===== src/rtl/dtw_band_core.sv =====
// dtw_band_core: banded (Sakoe-Chiba) DTW distance engine.
// Query samples stream in one per row; template samples are read from an
// external single-port SRAM once per column. The cost matrix is evaluated
// row by row through a single in-place row buffer.
module dtw_band_core #(
  parameter int DW  = 8,
  parameter int LEN = 32,
  parameter int AW  = 10,
  parameter int CW  = 16,
  parameter int LW  = $clog2(LEN+1)
) (
  input  logic          clk_i,
  input  logic          rst_i,
  input  logic          start_i,
  input  logic [LW-1:0] len_i,
  input  logic [LW-1:0] band_i,
  input  logic [AW-1:0] base_i,
  output logic          busy_o,
  output logic [AW-1:0] addr_o,
  input  logic [DW-1:0] data_i,
  output logic          CS_o,
  input  logic [DW-1:0] Sin_i,
  input  logic          valid_i,
  output logic          ready_o,
  output logic [CW-1:0] res_o,
  output logic          res_err_o,
  output logic          res_valid_o,
  input  logic          res_ready_i
);

  localparam int IW = (LEN > 1) ? $clog2(LEN) : 1;
  localparam logic [CW-1:0] INF = '1;

  typedef enum logic [1:0] {IDLE, WAIT_Q, ROW, DONE} state_t;

  state_t         r_state, w_next;
  logic [LW-1:0]  r_len, r_band, r_i, r_k;
  logic [AW-1:0]  r_base;
  logic [DW-1:0]  r_q;
  logic [CW-1:0]  r_left, r_old, r_res;
  logic           r_err;
  logic [CW-1:0]  r_rowbuf [LEN];

  logic           w_bad_len, w_cell, w_last_row, w_row_end;
  logic [LW-1:0]  w_j, w_dist;
  logic           w_inband;
  logic [DW-1:0]  w_ad;
  logic [CW-1:0]  w_up_mem, w_up, w_lf, w_dg, w_min, w_d;
  logic [CW:0]    w_sum;

  assign w_bad_len  = (len_i == '0) || (len_i > LW'(LEN));
  assign w_cell     = (r_state == ROW) && (r_k != '0);
  assign w_row_end  = (r_state == ROW) && (r_k == r_len);
  assign w_last_row = (r_i == r_len - LW'(1));

  // Cell (i, j) is evaluated while the column counter is one ahead of j,
  // because the template word for column j arrives one cycle after its read.
  assign w_j      = r_k - LW'(1);
  assign w_dist   = (r_i >= w_j) ? (r_i - w_j) : (w_j - r_i);
  assign w_inband = (w_dist <= r_band);
  assign w_ad     = (r_q >= data_i) ? (r_q - data_i) : (data_i - r_q);
  assign w_up_mem = r_rowbuf[w_j[IW-1:0]];

  // Neighbour terms; row 0 has no row above, and D(0,0) starts from zero.
  always_comb begin
    w_up = w_up_mem;
    w_lf = r_left;
    w_dg = r_old;
    if (w_j == '0) begin
      w_lf = INF;
      w_dg = INF;
    end
    if (r_i == '0) begin
      w_up = INF;
      w_dg = (w_j == '0) ? '0 : INF;
    end
  end

  // Min of three neighbours, then a saturating add of the local cost.
  always_comb begin
    w_min = w_up;
    if (w_lf < w_min) w_min = w_lf;
    if (w_dg < w_min) w_min = w_dg;
    w_sum = {1'b0, CW'(w_ad)} + {1'b0, w_min};
    if (!w_inband || (w_sum >= {1'b0, INF}))
      w_d = INF;
    else
      w_d = w_sum[CW-1:0];
  end

  // State register.
  always_ff @(posedge clk_i or posedge rst_i) begin
    if (rst_i) r_state <= IDLE;
    else       r_state <= w_next;
  end

  // Next-state and handshake/memory outputs.
  always_comb begin
    w_next      = r_state;
    ready_o     = 1'b0;
    CS_o        = 1'b0;
    busy_o      = 1'b1;
    res_valid_o = 1'b0;
    case (r_state)
      IDLE: begin
        busy_o = 1'b0;
        if (start_i) w_next = w_bad_len ? DONE : WAIT_Q;
      end
      WAIT_Q: begin
        ready_o = 1'b1;
        if (valid_i) w_next = ROW;
      end
      ROW: begin
        CS_o = (r_k < r_len);
        if (w_row_end) w_next = w_last_row ? DONE : WAIT_Q;
      end
      DONE: begin
        res_valid_o = 1'b1;
        if (res_ready_i) w_next = IDLE;
      end
      default: w_next = IDLE;
    endcase
  end

  assign addr_o    = CS_o ? (r_base + AW'(r_k)) : '0;
  assign res_o     = r_res;
  assign res_err_o = r_err;

  // Job parameters, row/column counters, carried cells and the result.
  always_ff @(posedge clk_i or posedge rst_i) begin
    if (rst_i) begin
      r_len  <= '0;
      r_band <= '0;
      r_base <= '0;
      r_i    <= '0;
      r_k    <= '0;
      r_q    <= '0;
      r_left <= '0;
      r_old  <= '0;
      r_res  <= '0;
      r_err  <= 1'b0;
    end else begin
      case (r_state)
        IDLE: if (start_i) begin
          r_len  <= len_i;
          r_band <= band_i;
          r_base <= base_i;
          r_i    <= '0;
          if (w_bad_len) begin
            r_res <= INF;
            r_err <= 1'b1;
          end else begin
            r_err <= 1'b0;
          end
        end
        WAIT_Q: if (valid_i) begin
          r_q <= Sin_i;
          r_k <= '0;
        end
        ROW: begin
          r_k <= r_k + LW'(1);
          if (w_cell) begin
            r_left <= w_d;
            r_old  <= w_up_mem;
          end
          if (w_row_end) begin
            if (w_last_row) r_res <= w_d;
            else            r_i   <= r_i + LW'(1);
          end
        end
        default: ;
      endcase
    end
  end

  // Row buffer: overwritten in place; each job initialises it in row 0.
  always_ff @(posedge clk_i) begin
    if (w_cell) r_rowbuf[w_j[IW-1:0]] <= w_d;
  end

endmodule


===== config.mk =====
export PLATFORM = sky130hd
export DESIGN_NAME = dtw_band_core
export DESIGN_NICKNAME = d
export VERILOG_FILES = /design/src/rtl/dtw_band_core.sv
export SDC_FILE = /design/constraint.sdc
export NUM_CORES = 1
export LEC_CHECK = 0
export ABC_CLOCK_PERIOD_IN_PS = 28100
export CORE_MARGIN = 4
export CORE_UTILIZATION = 60
export CTS_BUF_LIST = sky130_fd_sc_hd__clkbuf_4
export DETAILED_ROUTE_END_ITERATION = 10
export GPL_TIMING_DRIVEN = 0
export PLACE_DENSITY = 0.89
export SLEW_MARGIN = 40
export SYNTH_ARGS = -nofsm -noshare
export SYNTH_HDL_FRONTEND = slang
export SYNTH_SLANG_ARGS = --single-unit

===== constraint.sdc =====
create_clock -name clk_i -period 28.1 [get_ports clk_i]
set_input_delay 2.81 -clock clk_i [delete_from_list [all_inputs] [get_ports clk_i]]
set_output_delay 2.81 -clock clk_i [all_outputs]
set_load 0.03 [all_outputs]

After elaboration in Yosys (flattened, before gate mapping)
Memory sizes are Yosys's and may differ from the RTL's.
Cells that the tools add are included.
{"block": "word_totals", "n_memories": 1, "ramBits": 512, "elab_cells": 97, "output_inout_bits": 31, "ff_bits": 93}
{"name": "r_rowbuf", "words": 32, "word_bits": 16, "rd": 1, "rd_ports_with_merged_regs": 0, "wr": 1, "line": "42", "rtl": "logic [CW-1:0] r_rowbuf [LEN];"}
{"block": "classes", "n_addsub": 10, "n_eq_ne": 12, "reduce_logical": 19, "magnitude_cmp": 8, "mux": 36}
{"operator": "16-bit two-way mux", "count": 12}
{"operator": "16-bit < comparator", "count": 2}
{"operator": "16-bit one-hot mux with 2 select lines", "count": 1}
{"operator": "6-bit two-way mux", "count": 5}
{"operator": "6-bit one-hot mux with 2 select lines", "count": 2}
{"operator": "6-bit zero test", "count": 3}
{"operator": "8-bit by 16-bit adder with 17-bit output", "count": 1}
{"operator": "17-bit by 16-bit greater-or-equal comparator with 1-bit output, second input constant", "count": 1}
{"operator": "8-bit subtractor", "count": 2}
{"operator": "2-bit != test, second input constant", "count": 7}
{"operator": "6-bit by 1-bit adder with 6-bit output, second input constant", "count": 2}
{"operator": "6-bit equality test", "count": 2}
{"operator": "2-bit two-way mux", "count": 6}
{"operator": "6-bit by 1-bit subtractor with 6-bit output, second input constant", "count": 2}
{"operator": "6-bit subtractor", "count": 2}
{"operator": "10-bit by 6-bit adder with 10-bit output", "count": 1}
{"operator": "10-bit two-way mux", "count": 1}
{"operator": "8-bit greater-or-equal comparator", "count": 1}
{"operator": "8-bit two-way mux", "count": 1}
{"operator": "2-bit one-hot mux with 4 select lines", "count": 1}
{"operator": "2-bit AND reduction", "count": 4}
{"operator": "4-bit AND reduction", "count": 2}
{"operator": "1-bit two-way mux", "count": 7}
{"operator": "6-bit greater-or-equal comparator", "count": 1}
{"operator": "other kinds (12)", "count": 16}

Logic depth before layout (Yosys ltp)
Gate-level depths: netlist of the first run.
{"block": "depth", "ltp_word": 14, "mapped_depth": 51, "depth_no_buf": 37}

Least setup slack after synthesis of the first run
OpenSTA, ideal clock, no wires.
{"block": "synth_timing", "kind": "register -> register", "from": "reg r_k[0]", "to": "mem r_rowbuf[0][15] (data pin)", "period_less_slack_ns": 11.915, "path_stages_with_launch": 49, "slack_ns": 16.185, "setup_time_ns": 0.394, "arrival_ns": 11.521, "cell_sequence": "dfrtp_1 buf_6 buf_6 buf_4 buf_2 buf_1 inv_1 ha_1 buf_4 buf_4 clkbuf_1 clkbuf_1 clkbuf_1 mux4_2 mux4_2 mux2i_1 and2_1 ha_1 [13 not listed] o2111ai_1 a211o_1 and2_4 buf_2 buf_2 mux2i_1 ha_1 fa_1 a21o_1 a21oi_1 o21ai_0 o41ai_1 nor2_1 nand3_1 a21oi_1 a211oi_4 clkbuf_1 nand2_1"}
{"block": "synth_via", "elab_chain_len": 11}
{"item": "start, declared", "line": "37", "rtl": "logic [LW-1:0] r_len, r_band, r_i, r_k;"}
{"item": "start signal, assigned", "line": "161", "rtl": "r_k <= r_k + LW'(1);"}
{"item": "6-bit by 1-bit subtractor with 6-bit output (*)", "line": "58", "rtl": "assign w_j = r_k - LW'(1);"}
{"item": "memory read 32 x 16 bit / 6-bit zero test (equally long branches)"}
{"item": "16-bit two-way mux (on tied branches)", "line": "73, 69"}
{"item": "16-bit < comparator", "line": "82", "rtl": "if (w_lf < w_min) w_min = w_lf;"}
{"item": "16-bit two-way mux", "line": "82"}
{"item": "16-bit < comparator", "line": "83", "rtl": "if (w_dg < w_min) w_min = w_dg;"}
{"item": "16-bit two-way mux", "line": "83"}
{"item": "8-bit by 16-bit adder with 17-bit output", "line": "84", "rtl": "w_sum = {1'b0, CW'(w_ad)} + {1'b0, w_min};"}
{"item": "17-bit by 16-bit greater-or-equal comparator with 1-bit output", "line": "85", "rtl": "if (!w_inband || (w_sum >= {1'b0, INF}))"}
{"item": "1-bit logical OR", "line": "85"}
{"item": "16-bit two-way mux (*)", "line": "85"}
{"item": "net w_d[15]", "line": "48", "rtl": "logic [CW-1:0] w_up_mem, w_up, w_lf, w_dg, w_min, w_d;"}
{"item": "end, declared", "line": "42"}
The timed path passes the listed nets; every way through them passes the cells marked *.

Worst setup path in the final report of the first run
{"block": "layout_timing", "from": "reg r_k[0]", "to": "mem r_rowbuf[16][8] (data pin)"}
The elaborated chain is that of the path after synthesis.

==> results.ini, run 1 <==
[drt]
wl_mm=73.5
wire_per_inst_um=26.9
route.vias.total=17900
drtIter0Drc=1910
drc=0
firstDrtPassIters=6
vias_per_cell=6.54
final_antenna_net_count=0

[grt]
overflow=0
antenna_found_initial=2
grt_max_degree=53
grt_pass1_vias=18500
grt_first_pass_wirelength_mm=111
groute.usage.overall_pct=29.7

[place]
dp.cells=2477
io_buffers=73
place_hpwl_mm=48.6
routabilityCongestion=0.952

[clock_tree]
cts_tree=done
insertion_delay_ps=890
cts_buffer_depth=3
cts-hold-fix-buffers=0
clkTransAtPathRegs_ps=60
post_cts_resized=0
cts_buffers=147
cts_setup_buffers=0
root_buffer=clkbuf_4
cts_max_level=4
cts.sinks=605

[yosys]
synth_cell_types=76
postSynthCellCount=1784
yosysWarnings=0
synth_nets=1922
syn_area_per_cell_sq_um=15.5
async_flop_share_pct=15.4
syn_area_sq_um=27600
ys.flop_type=edfxtp_1
seq_area_frac_synth_pct=64.0
synth_edf_count=512
synth-seq-cells=605

[worst_setup_path]
cp.required_ps=28470
end_kind=flop
critPathMaxFanout=32
start_kind=flop
path_common_cell=clkbuf_1
max_stage_delay_ps=670
critical_path_class=flop to flop
critPathSlowestCell=clkbuf_1
arrival_ps=16000

[cells_and_area]
final_core_util_pct=69.3
area_delta_synth_final_pct=14.0
drive_above_1_share_pct=25.0
fill_cells=2798
num-nets-final=2166
fin_cells=2730

[job]
drv_cap=0

[floorplan]
boundaryPins=74
std_cell_rows=78
start_util_pct=60.8
coreArea_sq_um=45500
dieArea_sq_um=49600
die_h_um=223
dieWidth_um=223

[timing]
setup_violations=0
period_needed_ps=15620
max_freq_mhz=64.0
rsz0062_at_grt=false
skew_ps=92.9
slew_headroom_pct=36.5
setup_tns_ps=0
hold_viol_final=0
drv_slew=0
tightest_slew_ps=948
timing.final.crit_share_pct=55.6

[status]
status=finished, final reports clean

[hold_path]
min_path_type=flop to flop

placed cells by master (no fill, tap or decap), drive strengths merged, types with 11 or more instances in the layout:
cell and instances:
xor2 14, nand2 98, mux4 142, dfrtp 93, mux2i 42, xnor2 41, and2 36, clkinv 36
nand2b 13, clkbuf 251, clkdlybuf4s50 73, inv 78, buf 58, nor2 127, nor3 21, a21oi 60
a21o 21, mux2 31, nor2b 17, a31oi 17, edfxtp 512, o21ai 91, ha 89, nand3 27
o22ai 11
cells in the mapped netlist (6+ instances only):
cell type,count,area [sq um]
a21o_1,21,158
a21oi_1,60,300
a31oi_1,17,106
and2_1,35,219
buf_1,6,22.5
buf_2,17,85.1
buf_4,11,82.6
clkbuf_1,43,161
dfrtp_1,93,2330
edfxtp_1,512,15400
fa_1,6,120
ha_1,89,1110
inv_1,71,267
mux2_2,31,349
mux2i_1,42,420
mux4_2,141,3180
nand2_1,98,368
nand2b_1,13,81.3
nand3_1,27,135
nand4_1,10,62.6
nor2_1,127,477
nor2b_1,17,106
nor3_1,20,100
nor4_1,6,37.5
o2111ai_1,9,78.8
o21a_1,10,75.1
o21ai_0,90,450
o22ai_1,10,62.6
o31ai_1,6,45.0
or2_2,10,62.6
xnor2_1,41,359
xor2_1,14,123
worst paths after layout:
path | from | slack, ps | end | cells after the start
max | r_k[0] | 12480 | r_rowbuf[16][8] | 47
min | r_old[1] | 480 | r_old[1] | 2
max reg2reg | r_k[0] | 12480 | r_rowbuf[16][8] | 47
min reg2reg | r_old[1] | 480 | r_old[1] | 2
max in group asynchronous | rst_i | 25130 | r_old[11] | 3
min in group asynchronous | rst_i | 2310 | r_q[2] | 2
logic make-up after synthesis:
kind of cell               Yosys count  share of synthesized area [%]
xor gates and xnor gates            55                           1.74
and+or+nand+nor                    386                           6.68
adders and majority gates           95                           4.46
buffers and inverters              155                           2.44
muxes                              215                           14.4
AOI/OAI and AO/OA                  273                           6.26
DFF                                605                           64.0
per-layer routing:
layer / track usage [%] / wire (um) / vias up
li1: - / - / 7479
met1: 37.7 / 25800 / 8815
met2: 49.0 / 36200 / 1315
met3: 7.12 / 8090 / 247
met4: 13.9 / 3320 / 0
met5: 0 / 0 / -
per-stage QoR:
step	area [sq um]	setup slack, ps	hold slack [ps]
detailed placement	29700	12190	466
floorplan	27600	16180	445
CTS	31500	12040	481
finish	31500	12480	479
global route	31500	11740	519
global placement	29100	11710	460
critical path, delay by kind of cell (launching register included):
| kind | cells | cell delay, ps |
|---|---|---|
| buffers and inverters | 18 | 6430 |
| AOI/OAI and AO/OA | 12 | 3030 |
| muxes | 4 | 1460 |
| DFF | 1 | 570 |
| and+or+nand+nor | 8 | 1970 |
| adders and majority gates | 5 | 1550 |
cell type report:
class	instances	area [sq um]	area share [%]
tap	600	751	2.38
buffer	81	402	1.27
sequential	605	17700	56.2
multi-input combinational	1024	9520	30.2
clock inverter	43	230	0.730
inverter	74	283	0.897
timing repair buffer	95	1080	3.42
antenna	2	5.00	0.0159
clock buffer	206	1550	4.91
state kept, by name, summed over array words and instances, names as in the netlist:
| name | count |
|---|---|
| r_band | 6 |
| r_k | 6 |
| r_state | 2 |
| r_old | 16 |
| r_i | 6 |
| r_left | 16 |
| r_q | 8 |
| r_rowbuf | 512 |
| res_err_o | 1 |
| r_base | 10 |
| r_len | 6 |
| res_o | 16 |
Power of run 1 is left out: the tool's default activity adds up to more than one toggle a clock period on the data nets, which glitch-free logic cannot reach.
==> run 2: changes to the inputs <==
Settings changed: ABC_CLOCK_PERIOD_IN_PS 28100 to 13600, CORE_UTILIZATION 60 to 58, PLACE_DENSITY 0.89 to 0.9.
Clock period 28.1 ns to 13.6 ns, I/O delays scaled along.
==> results.ini, run 2 (synthesized netlist as in run 1, its figures left out) <==
[grt]
overflow=0  ; unchanged
antenna_found_initial=3  ; +1
grt_pass1_vias=18700  ; +1.1%
grt_max_degree=55  ; +3.8%
groute.usage.overall_pct=30.1  ; +0.36 points
grt_first_pass_wirelength_mm=113  ; +2.1%

[cells_and_area]
area_delta_synth_final_pct=15.1
stdcell_area_sq_um=31800  ; +0.96%
fill_cells=3019  ; +7.9%
largest_reg_flops=512  ; unchanged
final_common_cell=edfxtp_1
num-nets-final=2178  ; +0.55%
layout_common_cells=edfxtp_1, clkbuf_4, mux4_2
drive_above_1_share_pct=26.0  ; +0.99 points

[clock_tree]
cts_buffer_depth=3  ; unchanged
cts_max_level=4  ; unchanged
cts-hold-fix-buffers=0  ; unchanged
cts.sinks=605  ; unchanged
cts_tree=done
insertion_delay_ps=990  ; +100 ps
cts_buffers=156  ; +6.1%
clkTransAtPathRegs_ps=60  ; about the same
root_buffer=clkbuf_4

[drt]
final_antenna_net_count=0  ; unchanged
wl_mm=75.3  ; +2.4%
drc=0  ; unchanged
drtIter0Drc=2288  ; +20%
vias_per_cell=6.56  ; +0.24%
route.vias.total=18100  ; +1.6%
firstDrtPassIters=8  ; +2
wire_per_inst_um=27.2  ; +1.1%

[place]
routabilityCongestion=0.941  ; -1.1%
pre_cts_ws_ps=-2190  ; -14380 ps
dpl_cell_area_sq_um=29700  ; about the same
io_buffers=73  ; unchanged
place_hpwl_mm=49.5  ; +1.8%

[timing]
timing.final.crit_share_pct=95.3  ; +40 points
worst_slack_ps=636  ; -11840 ps
tightest_slew_ps=914  ; -34.2 ps
period_needed_ps=12960  ; -2660 ps
drv_slew=0  ; unchanged
rsz0062_at_grt=false
max_freq_mhz=77.1  ; +21%
skew_ps=65.5  ; -27.4 ps
setup_violations=0  ; unchanged
hold_viol_final=0  ; unchanged
slew_headroom_pct=39.1  ; +2.6 points

[worst_setup_path]
worstReg2RegEnd=r_rowbuf[9][13]
start_kind=flop
critical_path_class=flop to flop
reg2reg_from=r_k[0]
worstSetupStartpoint=r_k[0]
max_stage_delay_ps=560  ; -110 ps
path_common_cell=buf_2
endpoint=r_rowbuf[9][13]
reg2reg_slack_ps=640  ; -11840 ps
critPathSlowestCell=mux4_2
r2r_cells=49  ; +4.3%
critPathMaxFanout=32  ; unchanged
arrival_ps=13540  ; -2460 ps
cp.required_ps=14170  ; -14300 ps
end_kind=flop

[hold_path]
hold_depth=2  ; unchanged
min_path_type=flop to flop

[floorplan]
dieArea_sq_um=51200  ; +3.3%
dieWidth_um=226  ; +1.6%
die_h_um=226  ; +1.6%
std_cell_rows=79  ; +1.3%
boundaryPins=74  ; unchanged
coreArea_sq_um=46900  ; +3.0%
start_util_pct=59.0  ; -1.8 points

[job]
drv_cap=0  ; unchanged

[status]
status=finished, final reports clean

[run 2: layout make-up]
class | instances | area [sq um] | share of cell area, %
clock inverter | 57 | 284 | 0.892
multi-input combinational | 1024 | 9630 | 30.3
tap | 607 | 759 | 2.39
clock buffer | 216 | 1620 | 5.10
inverter | 74 | 283 | 0.889
buffer | 81 | 442 | 1.39
antenna | 4 | 10.0 | 0.0315
timing repair buffer | 98 | 1090 | 3.43
sequential | 605 | 17700 | 55.6
[run 2: routing by layer]
metal / vias to the layer above / share of wire (%) / global-route usage, %
met1: 9030 / 35 / 37.7
met3: 276 / 11 / 8.52
met5: - / 0 / 0
met2: 1329 / 49 / 49.5
met4: 0 / 4.4 / 13.4
li1: 7499 / - / -
[run 2: worst max-delay path: cells and delay by family, from the launching register on]
kind                       cells  cell delay [ps]
DFF                            1              440
and+or+nand+nor                8             1240
muxes                          5             1770
AOI/OAI and AO/OA             14             3080
buffers and inverters         17             4340
adders and majority gates      5             1630
[run 2: timing repair]
action                                  in CTS  in global routing
setup buffers                                1                  5
gates resized for setup                     36                 20
endpoints found under the setup margin     544                544
pin swaps                                    1                  1
[run 2: per-stage QoR]
step | instances | hold WS [ps] | util [%] | setup TNS (ps)
6_report | 2766 | 476 | 67.9 | 0
5_1_grt | 2765 | 511 | 67.9 | 0
4_1_cts | 2756 | 477 | 67.7 | 0
3_5_place_dp | 2482 | 465 | 63.3 | -992850
3_3_place_gp | 2464 | 456 | 62.2 | -1487060
2_1_floorplan | 1784 | 445 | - | 0
[run 2: how the worst min path moves through the flow]
| stage | end | startpoint | slack (ps) |
|---|---|---|---|
| floorplan | r_old[1] | r_old[1] | 440 |
| global placement | r_old[1] | r_old[1] | 460 |
| detailed placement | r_old[1] | r_old[1] | 460 |
| CTS | r_old[4] | r_old[4] | 480 |
| global route | r_old[1] | r_old[1] | 510 |
| finish | r_old[4] | r_old[4] | 480 |
Power of run 2 is left out for the same reason.
==> run 3: changes to the inputs <==
Settings changed: CTS_CLUSTER_DIAMETER from default to 150.
==> results of run 3 <==
Final layout, timing and power as in run 2 (identical DEF).
Power of run 3 is left out for the same reason.
